==> config.mk <==
export PLATFORM = sky130hd
export DESIGN_NAME = dac_level_rx
export DESIGN_NICKNAME = d
export VERILOG_FILES = /design/src/rtl/dac_level_rx.sv
export SDC_FILE = /design/constraint.sdc
export NUM_CORES = 1
export LEC_CHECK = 0
export ABC_AREA = 0
export CAP_MARGIN = 20
export CORE_UTILIZATION = 47
export DETAILED_ROUTE_END_ITERATION = 8
export MAX_ROUTING_LAYER = met4
export PLACE_DENSITY = 0.79
export SKIP_CTS_REPAIR_TIMING = 1
export SLEW_MARGIN = 20
export SYNTH_ARGS = -nofsm -noshare
export SYNTH_HDL_FRONTEND = slang
export SYNTH_SLANG_ARGS = --single-unit
export TNS_END_PERCENT = 10
==> constraint.sdc <==
create_clock -name clk -period 2.5 [get_ports clk]
set_clock_uncertainty 0.1 [all_clocks]
set_input_delay 0.25 -clock clk [delete_from_list [all_inputs] [get_ports clk]]
set_output_delay 0.25 -clock clk [all_outputs]
set_load 0.02 [all_outputs]
==> src/rtl/dac_level_rx.sv <==
// Receive side of the 4-lane serial DAC level link.
// Frames on cs_n, shifts four MSB-first lanes, strobes levels.
//
// Ports:
//   clk, rst             clock, async active-high reset
//   i_dac_cs_n           frame select, active low
//   i_dac_data_0..3      serial lanes, MSB first
//   o_level_0..3         last good levels (DATA_W), held
//   o_valid              1-cycle pulse on level update
//   o_frame_err          1-cycle pulse on bad frame
//   o_busy               high while shifting a frame
//   o_frame_cnt          good-frame counter, wraps
//
// Optional: define DAC_RX_TIMEOUT_EN to enable the
// cs_n-low watchdog (limit set by TIMEOUT).
module dac_level_rx #(
   parameter int FRAME_W = 8,
   parameter int DATA_W  = 8,
   parameter int TIMEOUT = 255
) (
   input  logic              clk,
   input  logic              rst,
   input  logic              i_dac_cs_n,
   input  logic              i_dac_data_0,
   input  logic              i_dac_data_1,
   input  logic              i_dac_data_2,
   input  logic              i_dac_data_3,
   output logic [DATA_W-1:0] o_level_0,
   output logic [DATA_W-1:0] o_level_1,
   output logic [DATA_W-1:0] o_level_2,
   output logic [DATA_W-1:0] o_level_3,
   output logic              o_valid,
   output logic              o_frame_err,
   output logic              o_busy,
   output logic [15:0]       o_frame_cnt
);

   typedef enum logic {IDLE, SHIFT} state_t;

   localparam int CW = $clog2(FRAME_W + 2);
   localparam logic [CW-1:0] FULL = CW'(FRAME_W);
   localparam logic [CW-1:0] SAT  = CW'(FRAME_W + 1);
   localparam logic [CW-1:0] ONE  = CW'(1);

   state_t state_q, state_d;
   logic [CW-1:0] cnt_q, cnt_d;
   logic ovr_q, ovr_d;
   logic prev_cs_n;
   logic fall;
   logic [3:0] lanes;
   logic [FRAME_W-1:0] sr_q [4];
   logic [FRAME_W-1:0] sr_d [4];
   logic [DATA_W-1:0] lvl_q [4];
   logic [DATA_W-1:0] lvl_d [4];
   logic valid_d, err_d;
   logic [15:0] fcnt_d;

`ifdef DAC_RX_TIMEOUT_EN
   localparam int WW = $clog2(TIMEOUT + 2);
   localparam logic [WW-1:0] WD_ONE = WW'(1);
   localparam logic [WW-1:0] WD_MAX = WW'(TIMEOUT);
   logic [WW-1:0] wd_q, wd_d;
`endif

   assign lanes = {i_dac_data_3, i_dac_data_2,
                   i_dac_data_1, i_dac_data_0};

   // prev_cs_n resets low so a cs_n already low at
   // reset release is not taken as a frame start.
   assign fall = prev_cs_n & ~i_dac_cs_n;

   always_comb begin
      state_d = state_q;
      cnt_d   = cnt_q;
      ovr_d   = ovr_q;
      sr_d    = sr_q;
      lvl_d   = lvl_q;
      valid_d = 1'b0;
      err_d   = 1'b0;
      fcnt_d  = o_frame_cnt;
`ifdef DAC_RX_TIMEOUT_EN
      wd_d    = wd_q;
`endif
      unique case (state_q)
         IDLE: begin
            if (fall) begin
               state_d = SHIFT;
               for (int k = 0; k < 4; k++)
                  sr_d[k] = (sr_q[k] << 1)
                          | FRAME_W'(lanes[k]);
               cnt_d = ONE;
               ovr_d = 1'b0;
`ifdef DAC_RX_TIMEOUT_EN
               wd_d  = WD_ONE;
`endif
            end
         end
         SHIFT: begin
            if (!i_dac_cs_n) begin
               for (int k = 0; k < 4; k++)
                  sr_d[k] = (sr_q[k] << 1)
                          | FRAME_W'(lanes[k]);
               if (cnt_q == FULL) ovr_d = 1'b1;
               if (cnt_q != SAT) cnt_d = cnt_q + ONE;
`ifdef DAC_RX_TIMEOUT_EN
               // Abort once; a fresh falling edge is
               // needed before the next frame.
               wd_d = wd_q + WD_ONE;
               if (wd_d >= WD_MAX) begin
                  err_d   = 1'b1;
                  state_d = IDLE;
                  cnt_d   = '0;
                  ovr_d   = 1'b0;
               end
`endif
            end else begin
               if (cnt_q == FULL && !ovr_q) begin
                  for (int k = 0; k < 4; k++)
                     lvl_d[k] = sr_q[k][DATA_W-1:0];
                  valid_d = 1'b1;
                  fcnt_d  = o_frame_cnt + 16'd1;
               end else begin
                  err_d = 1'b1;
               end
               state_d = IDLE;
               cnt_d   = '0;
               ovr_d   = 1'b0;
            end
         end
         default: state_d = IDLE;
      endcase
   end

   always_ff @(posedge clk or posedge rst) begin
      if (rst) begin
         state_q     <= IDLE;
         cnt_q       <= '0;
         ovr_q       <= 1'b0;
         prev_cs_n   <= 1'b0;
         o_valid     <= 1'b0;
         o_frame_err <= 1'b0;
         o_frame_cnt <= '0;
         for (int k = 0; k < 4; k++) begin
            sr_q[k]  <= '0;
            lvl_q[k] <= '0;
         end
`ifdef DAC_RX_TIMEOUT_EN
         wd_q        <= '0;
`endif
      end else begin
         state_q     <= state_d;
         cnt_q       <= cnt_d;
         ovr_q       <= ovr_d;
         prev_cs_n   <= i_dac_cs_n;
         o_valid     <= valid_d;
         o_frame_err <= err_d;
         o_frame_cnt <= fcnt_d;
         for (int k = 0; k < 4; k++) begin
            sr_q[k]  <= sr_d[k];
            lvl_q[k] <= lvl_d[k];
         end
`ifdef DAC_RX_TIMEOUT_EN
         wd_q        <= wd_d;
`endif
      end
   end

   assign o_busy    = (state_q == SHIFT);
   assign o_level_0 = lvl_q[0];
   assign o_level_1 = lvl_q[1];
   assign o_level_2 = lvl_q[2];
   assign o_level_3 = lvl_q[3];

endmodule

# Yosys cells after proc, flatten, opt, wreduce, memory -nomap -nowiden
# Cells that the tools add are included.
# word_totals
register_bits,89
input_bits,7
output_inout_bits,51
# classes
n_addsub,2
n_eq_ne,6
mux,20
bitwise_logic,7
n_reduce_logical,6
# ops
operator,n
$mux W32,2
$pmux W32 S2,1
$or A8 B1 Y8,4
$add A16 B1 Y16 const B,1
$mux W4,3
$mux W1,11
$pmux W4 S2,1
$ne A3 B2 Y1 const B,2
$reduce_and A2 Y1,3
$add A4 B1 Y4 const B,1
$eq A4 B4 Y1 const B,1
$ne A2 B2 Y1 const B,2
$ne A4 B4 Y1 const B,1
$pmux W1 S2,2
$reduce_and A3 Y1,1
$not A1 Y1,2
$and A1 B1 Y1,1
$logic_and A1 B1 Y1,1
$logic_not A1 Y1,1

# Longest topological paths before layout
# Gate-level depths: netlist (run 1).
# depth
ltp_word,5
ltp_mapped,8
mapped_depth_nobuf,7

# Worst setup path before layout (run 1)
# No wires, ideal clock.
# synth_path
path_type,flip-flop to flip-flop
startpoint,"register state_q, in the netlist o_busy"
endpoint,register sr_q[10] (netlist name)
arrival_ns,1.430
required_time_ns,2.275
path_slack_ns,0.845
stages_incl_launch_ff,5
path_buffers,2
synth_period_minus_slack_ns,1.655
path_cell_list,dfrtp_1 -> buf_2 -> o21ai_2 -> buf_2 -> mux2_2
# synth_between
elab_chain_cells,3
word_cells_on_any_way,5
classes_between,2 x eq/ne; 1 x mux; 1 x bitwise; 1 x reduce/logical
# synth_lines
element,line_no,rtl
start: declaration,45,"state_t state_q, state_d;"
start signal: assignment,151,state_q <= state_d;
$not A1 Y1,-,
$ne A2 B2 Y1 (no line),-,
$reduce_and A2 Y1 (no line),-,
end signal: indexed assignment,159,sr_q[k] <= sr_d[k];
end: declaration,51,logic [FRAME_W-1:0] sr_q [4];
# Parallel ways exist; a longest one is shown, timed or not.
# A chain may end at the register's enable or synchronous reset.

# Final worst setup path (run 1)
# layout_path
startpoint,register cnt_q[1]
endpoint,register lvl_q (netlist bit o_level_0[3])
# layout_between
elab_chain_cells,3
# layout_lines
element,line_no,rtl
start: declaration,46,"logic [CW-1:0] cnt_q, cnt_d;"
start signal: assignment,152,cnt_q <= cnt_d;
$eq A4 B4 Y1,117,if (cnt_q == FULL && !ovr_q) begin
$logic_and A1 B1 Y1,117,
$reduce_and A3 Y1 (no line),-,
end signal: indexed assignment,160,lvl_q[k] <= lvl_d[k];
end: declaration,53,logic [DATA_W-1:0] lvl_q [4];
# Every way passes these cells.

==> results of run 1 <==
## worst min-delay path, delay by kind of cell
family   cells  cell delay [ns]
buf+inv      3             0.90
## cells by family after synthesis
family	Yosys count	share of synthesized area, %
DFF	89	61.4
xor gates and xnor gates	16	3.86
buffers and inverters	20	2.62
muxes	33	10.2
adders and majority gates	4	1.38
AOI/OAI and AO/OA	11	1.73
and+or+nand+nor	140	18.7
## cells in the final DEF (no fill, tap or decap), types with 6 or more instances in the layout
cell             synthesis  layout
clkbuf_8                 0      10
clkdlybuf4s50_1          0      57
dfrtp_1                 89      89
inv_1                    8       7
mux2_2                  33      33
nand2_1                109     109
nand3_1                  6       6
xnor2_1                  7       7
xor2_1                   9       9
## report_power, final
part / switching (µW) / internal, µW / total, µW
combinational: 120 / 206 / 326
sequential: 152 / 1660 / 1810
clock: 475 / 686 / 1160
## sequential cells by signal (all words and copies together) (netlist names)
register     flops
cnt_q            4
o_busy           1
o_frame_cnt     16
o_frame_err      1
o_level_0        8
o_level_1        8
o_level_2        8
o_level_3        8
o_valid          1
ovr_q            1
prev_cs_n        1
sr_q            32
## per-layer routing
metal	wire length, µm	up-vias
met5	0	-
met1	3060	1166
met3	222	15
met2	3020	51
li1	-	1150
met4	173	0
## final cells by class
| type | count | area [µm²] |
|---|---|---|
| clock inverters | 6 | 105 |
| fillers | 611 | 2810 |
| multi-input cells | 204 | 1310 |
| clock buffers | 10 | 138 |
| well taps | 99 | 124 |
| inverters | 9 | 37.5 |
| flip-flops and latches | 89 | 2230 |
| repair buffers | 61 | 613 |
## through the flow
step | hold WS, ns | cells | util [%] | power (µW) | area, µm²
2_1_floorplan | 0.181 | 313 | - | 2060 | 3630
3_3_place_gp | 0.341 | 462 | 58.5 | 2140 | 4310
3_5_place_dp | 0.353 | 462 | 58.5 | 2170 | 4310
4_1_cts | 0.299 | 478 | 61.8 | 3330 | 4560
5_1_grt | 0.324 | 478 | 61.8 | 3460 | 4560
6_report | 0.277 | 478 | 61.8 | 3300 | 4560
## path summary, 6_finish.rpt
path,start,depth (start not counted),end,slack [ns]
worst max-delay path,cnt_q[1],8,o_level_0[3],0.39
worst min-delay path,rst,3,prev_cs_n,0.28
worst max register to register,cnt_q[1],8,o_level_0[3],0.39
worst min register to register,sr_q[7],2,o_level_3[7],0.36
max in group asynchronous,rst,3,sr_q[13],1.64
min in group clk,i_dac_cs_n,1,prev_cs_n,0.33
==> key figures, run 1 <==
Status
  – Outcome: complete, no violations

Job
  – Max_cap viols: 0

Route
  – Detailed Route Iter0 Violations: between 100 and 150
  – Via count: 2,382
  – Post-route ant nets: 0
  – Drc violations: 0
  – Drt wl/cell: 13.5 µm
  – Drt total wl: 6470 µm
  – DR vias/cell: 4.98
  – Pre-Repair DR Iteration Count: 4

Logic synthesis
  – Yosys warning total: 0
  – EDFF count, synth: 0
  – Top cell type's share of synthesized area: 61.4%
  – Post-synthesis cell type count: 32
  – Syn Nets: 324
  – Largest cells by area after synthesis: dfrtp_1, nand2_1, mux2_2
  – Leading cell type by number of instances after synthesis: nand2_1
  – Ys flop type: dfrtp_1
  – Post-synthesis sequential area ratio: 61.4%
  – FF+latch count, synth: 89
  – Post-synth top cells: nand2_1, dfrtp_1, mux2_2, buf_2, xor2_1
  – Post-synth top area cell: dfrtp_1
  – Async set-reset flop share out of synthesis: 100%
  – Syn Area/Cell: about 12 µm²
  – Post-Synthesis Cells: 313
  – Mapped cell area: 3630 µm²

STA
  – Final Hold Fails: 0
  – Final Setup Violations: 0
  – Unrepaired setup endpoints after global routing: no
  – Final worst path period need: 2.11 ns
  – Max Slew Vio Count: 0
  – Rel. slew slack: between 60% and 70%
  – Worst slew pin tran: ~0.47 ns
  – Setup_tns: 0 ns
  – Maximum clock rate: 473 MHz
  – Final period util: 84.6%
  – Setup WS post-layout: 0.386 ns

Placed design
  – Detail Placement HPWL: 4190 µm
  – Placer Congestion: 0.746
  – Port Buffer Count: 57
  – Dpl ws: about 0.35 ns

Die
  – Die X: 89.8 µm
  – Rows: 31
  – I/O pins: 58
  – Placeable Area: 7370 µm²
  – Initial core utilization: 49.2%
  – Die area: roughly 8000 µm²
  – Chip height: 89.8 µm

Clocking
  – CTS clk-pin slew, worst paths: 0.09 ns
  – Clock Path Buffers: 2
  – TritonCTS Buffers: 9
  – CTS tree: built
  – Clk_lat worst skew: 0.35 ns
  – H-tree Lvls: 3
  – Clk sinks: 89
  – Root Buffer Master: clkbuf_8

Worst hold path
  – HP Class: input port to asynchronous set/reset pin

Final layout
  – Fraction of layout cells with a size suffix above 1: 18.2%
  – Area grow syn2layout: 25.6%
  – Antenna diodes: 0
  – Final #Nets: 385

Global route
  – Met1 usage: approximately a quarter
  – Vias in the first global route: 2,409
  – Met3 Track Usage GR: 3.13%
  – Met2 usage: around 27%
  – First-pass GRT wire length: 11,400 µm
  – Grt total ovfl: 0
  – Layer with the highest usage: met2
  – Antenna violations before repair: 0
  – GRT Total Usage: 18.1%
  – Pin count of the biggest net entering global routing: 90

Setup path
  – Kind of cell adding the most delay to the critical path: buffers and inverters
  – Worst Setup Start Kind: register
  – CP required: approximately 2.7 ns
  – Worst Setup End Kind: register
  – Setup CP Type: register to register
  – Critical path's largest stage delay: 0.42 ns
  – Slowest-stage cell, CP: dfrtp_1
  – Buf/Inv on CP: 3
  – Max FO, Critical Path: 25
  – Most numerous cell on the critical path: nand2_1
  – Worst EP arrival: roughly 2.3 ns
  – CP cell instances: inv_1, ha_1, and4bb_4, nand2_4, inv_2, buf_4, nand2_1, nand2_1

Power and ir drop
  – VDD IR-drop max: roughly 0.34 mV
  – P_leak: 0.00220 µW
  – P per Cell Area: 724 nW/µm²
Power figures use the tool's default switching activity.
==> run 2, diff against run 1 <==
==> constraint.sdc (replaced) <==
create_clock -name clk -period 1.75 [get_ports clk]
set_clock_uncertainty 0.1 [all_clocks]
set_input_delay 0.175 -clock clk [delete_from_list [all_inputs] [get_ports clk]]
set_output_delay 0.175 -clock clk [all_outputs]
set_load 0.02 [all_outputs]
==> run 2 against run 1 <==
Net effect: worst hold slack worse by 0.13 ns; combinational power rose by 56%; sequential power up 43%; critical path depth shrank 7; critical endpoint is now o_frame_cnt[3]; largest cell class unchanged.
==> key figures, run 2 (same netlist as run 1, synthesis figures left out) <==
Clocking
  – CTS tree: built (unchanged)
  – Root Buffer Master: clkbuf_8 (unchanged)
  – Clock Path Buffers: 2 (unchanged)
  – Clk_lat worst skew: 0.34 ns (was 0.35 ns)
  – TritonCTS Buffers: 9 (unchanged)
  – Clk sinks: 89 (unchanged)
  – CTS clk-pin slew, worst paths: 0.09 ns (about the same)
  – H-tree Lvls: 3 (unchanged)

Global route
  – Grt total ovfl: 0 (unchanged)
  – Vias in the first global route: 2,493 (was 2,409)
  – Pin count of the biggest net entering global routing: 73 (was 90)
  – GRT Total Usage: 18.3% (was 18.1%)
  – Antenna violations before repair: 0 (unchanged)
  – First-pass GRT wire length: 11,500 µm (was 11,400 µm)

Setup path
  – CP required: 1.47 ns (was 2.68 ns)
  – CP cell instances: clkdlybuf4s50_1 (was inv_1, ha_1, and4bb_4, nand2_4, inv_2, buf_4, nand2_1, nand2_1)
  – R2R cell count: 7 (was 8)
  – Worst Setup Start Kind: register (unchanged)
  – Worst EP arrival: 1.41 ns (was 2.29 ns)
  – Worst Setup End Kind: output port (was register)
  – WP depth: 1 (was 8)
  – Buf/Inv on CP: 1 (was 3)
  – Critical path's largest stage delay: 0.64 ns (was 0.42 ns)
  – Setup CP Type: register to output port (was register to register)
  – Max FO, Critical Path: 5 (was 25)
  – Kind of cell adding the most delay to the critical path: buffers and inverters (unchanged)
  – Slowest-stage cell, CP: clkdlybuf4s50_1 (was dfrtp_1)

Route
  – Met3 wire length: 217 µm (was 222 µm)
  – DR vias/cell: 4.91 (was 4.98)
  – Detailed Route Iter0 Violations: 120 (was 138)
  – Routed metal-1 wirelength: 2850 µm (was 3060 µm)
  – Drt total wl: 6490 µm (was 6470 µm)
  – Metal2 WL: 3300 µm (was 3020 µm)
  – Drc violations: 0 (unchanged)
  – Top Layer Used: met4 (unchanged)
  – Via count: 2,384 (was 2,382)
  – Drt wl/cell: 13.3 µm (was 13.5 µm)
  – Pre-Repair DR Iteration Count: 4 (unchanged)
  – Post-route ant nets: 0 (unchanged)

Power and ir drop
  – P_leak: 0.00237 µW (was 0.00220 µW)
  – VDD IR-drop max: 0.485 mV (was 0.343 mV)
  – PnR Total Power: 4870 µW (was 3300 µW)
  – P per Cell Area: 1020 nW/µm² (was 724 nW/µm²)

Final layout
  – Commonest non-fill, non-tap cell in the layout: nand2_1 (unchanged)
  – Antenna diodes: 0 (unchanged)
  – Final #Nets: 393 (was 385)
  – Largest register FFs: 32 (unchanged)
  – Commonest non-fill, non-tap cells in the layout: nand2_1, dfrtp_1, clkdlybuf4s50_1 (unchanged)
  – Final instance area: 4750 µm² (was 4560 µm²)
  – Biggest regs: sr_q: 32 flops, o_frame_cnt: 16 flops (unchanged)
  – Post-route core utilization: 64.5% (was 61.8%)
  – Biggest register: sr_q (unchanged)
  – Area grow syn2layout: 31.1% (was 25.6%)
  – Fraction of layout cells with a size suffix above 1: 20.7% (was 18.2%)

STA
  – Hold slack: 0.149 ns (was 0.277 ns)
  – Final period util: 96.1%
  – Rel. slew slack: 67.8% (was 68.9%)
  – Final Setup Violations: 0 (unchanged)
  – Maximum clock rate: around 590 MHz
  – Unrepaired setup endpoints after global routing: yes (was no)
  – Worst slew pin tran: 0.481 ns (was 0.466 ns)
  – Final worst path period need: 1.68 ns
  – Final Hold Fails: 0 (unchanged)
  – Setup_tns: 0 ns (unchanged)
  – Max Slew Vio Count: 0 (unchanged)

Die
  – I/O pins: 58 (unchanged)
  – Placeable Area: 7370 µm² (unchanged)
  – Chip height: 89.8 µm (unchanged)
  – Rows: 31 (unchanged)
  – Die X: 89.8 µm (unchanged)
  – Die area: 8070 µm² (unchanged)
  – Initial core utilization: 49.2% (unchanged)

Worst hold path
  – HP Class: input port to asynchronous set/reset pin (unchanged)

Placed design
  – Placer Congestion: 0.782 (was 0.746)
  – Placed instance area: 4380 µm² (was 4310 µm²)
  – Port Buffer Count: 57 (unchanged)
  – Detail Placement HPWL: 4330 µm (was 4190 µm)

Job
  – Max_cap viols: 0 (unchanged)

Status
  – Outcome: complete, no violations (unchanged)
[run 2: changes by cell type in the layout (fill, tap and decap cells not counted), sizes merged]
cell	previous run	this run
bufinv	3	4
clkdlybuf4s50	57	54
dlymetal6s2s	0	3
buf	4	12
clkinv	3	2
[run 2: routing by layer]
metal / vias up / global-route usage (%)
met3: 10 / 3.21
met2: 41 / 29.7
met1: 1171 / 22.2
met4: 0 / 8.61
li1: 1162 / -
met5: - / -
[run 2: final cells by class]
cell class | instances | area, µm²
sequential | 89 | 2230
inverter | 9 | 40.0
multi-input combinational | 204 | 1380
fill | 579 | 2620
timing repair buffer | 69 | 729
clock buffer | 10 | 128
tap | 99 | 124
clock inverter | 6 | 130
[run 2: through the flow]
step,std cells,setup WS [ns]
2_1_floorplan,313,0.0953
3_3_place_gp,468,0.0426
3_5_place_dp,468,-0.0199
4_1_cts,484,-0.0366
5_1_grt,486,-0.0340
6_report,486,0.0686
[run 2: where the power goes]
part | switching (µW) | total (µW) | leakage, µW | internal, µW
clock | 683 | 1770 | 0.000130 | 1090
sequential | 220 | 2590 | 0.00116 | 2370
combinational | 190 | 507 | 0.00108 | 317
[run 2: path summary, 6_finish.rpt]
kind | from | end | slack, ns
min in group clk | i_dac_cs_n | prev_cs_n | 0.27
max | o_frame_cnt[3] | o_frame_cnt[3] | 0.07
max in group asynchronous | rst | o_level_0[7] | 1.07
min | rst | o_frame_cnt[6] | 0.15
min reg2reg | sr_q[23] | o_level_1[7] | 0.37
max reg2reg | cnt_q[1] | o_frame_cnt[4] | 0.08
[run 2: worst reg2reg max path, delay by kind of cell (launching register included)]
| kind | cells | cell delay, ns |
|---|---|---|
| AND/OR/NAND/NOR | 3 | 0.56 |
| flip-flops | 1 | 0.40 |
| buffers and inverters | 2 | 0.19 |
| adder cells (fa/ha/maj) | 1 | 0.17 |
| XOR/XNOR | 1 | 0.15 |
==> run 3, diff against run 2 <==
--- a/config.mk
+++ b/config.mk
@@ -8,6 +8,7 @@
 export ABC_AREA = 0
 export CAP_MARGIN = 20
 export CORE_UTILIZATION = 47
+export CTS_CLUSTER_DIAMETER = 80
 export DETAILED_ROUTE_END_ITERATION = 8
 export MAX_ROUTING_LAYER = met4
 export PLACE_DENSITY = 0.79
==> results of run 3 <==
The final DEF is identical to that of run 2; final timing and power are the same.
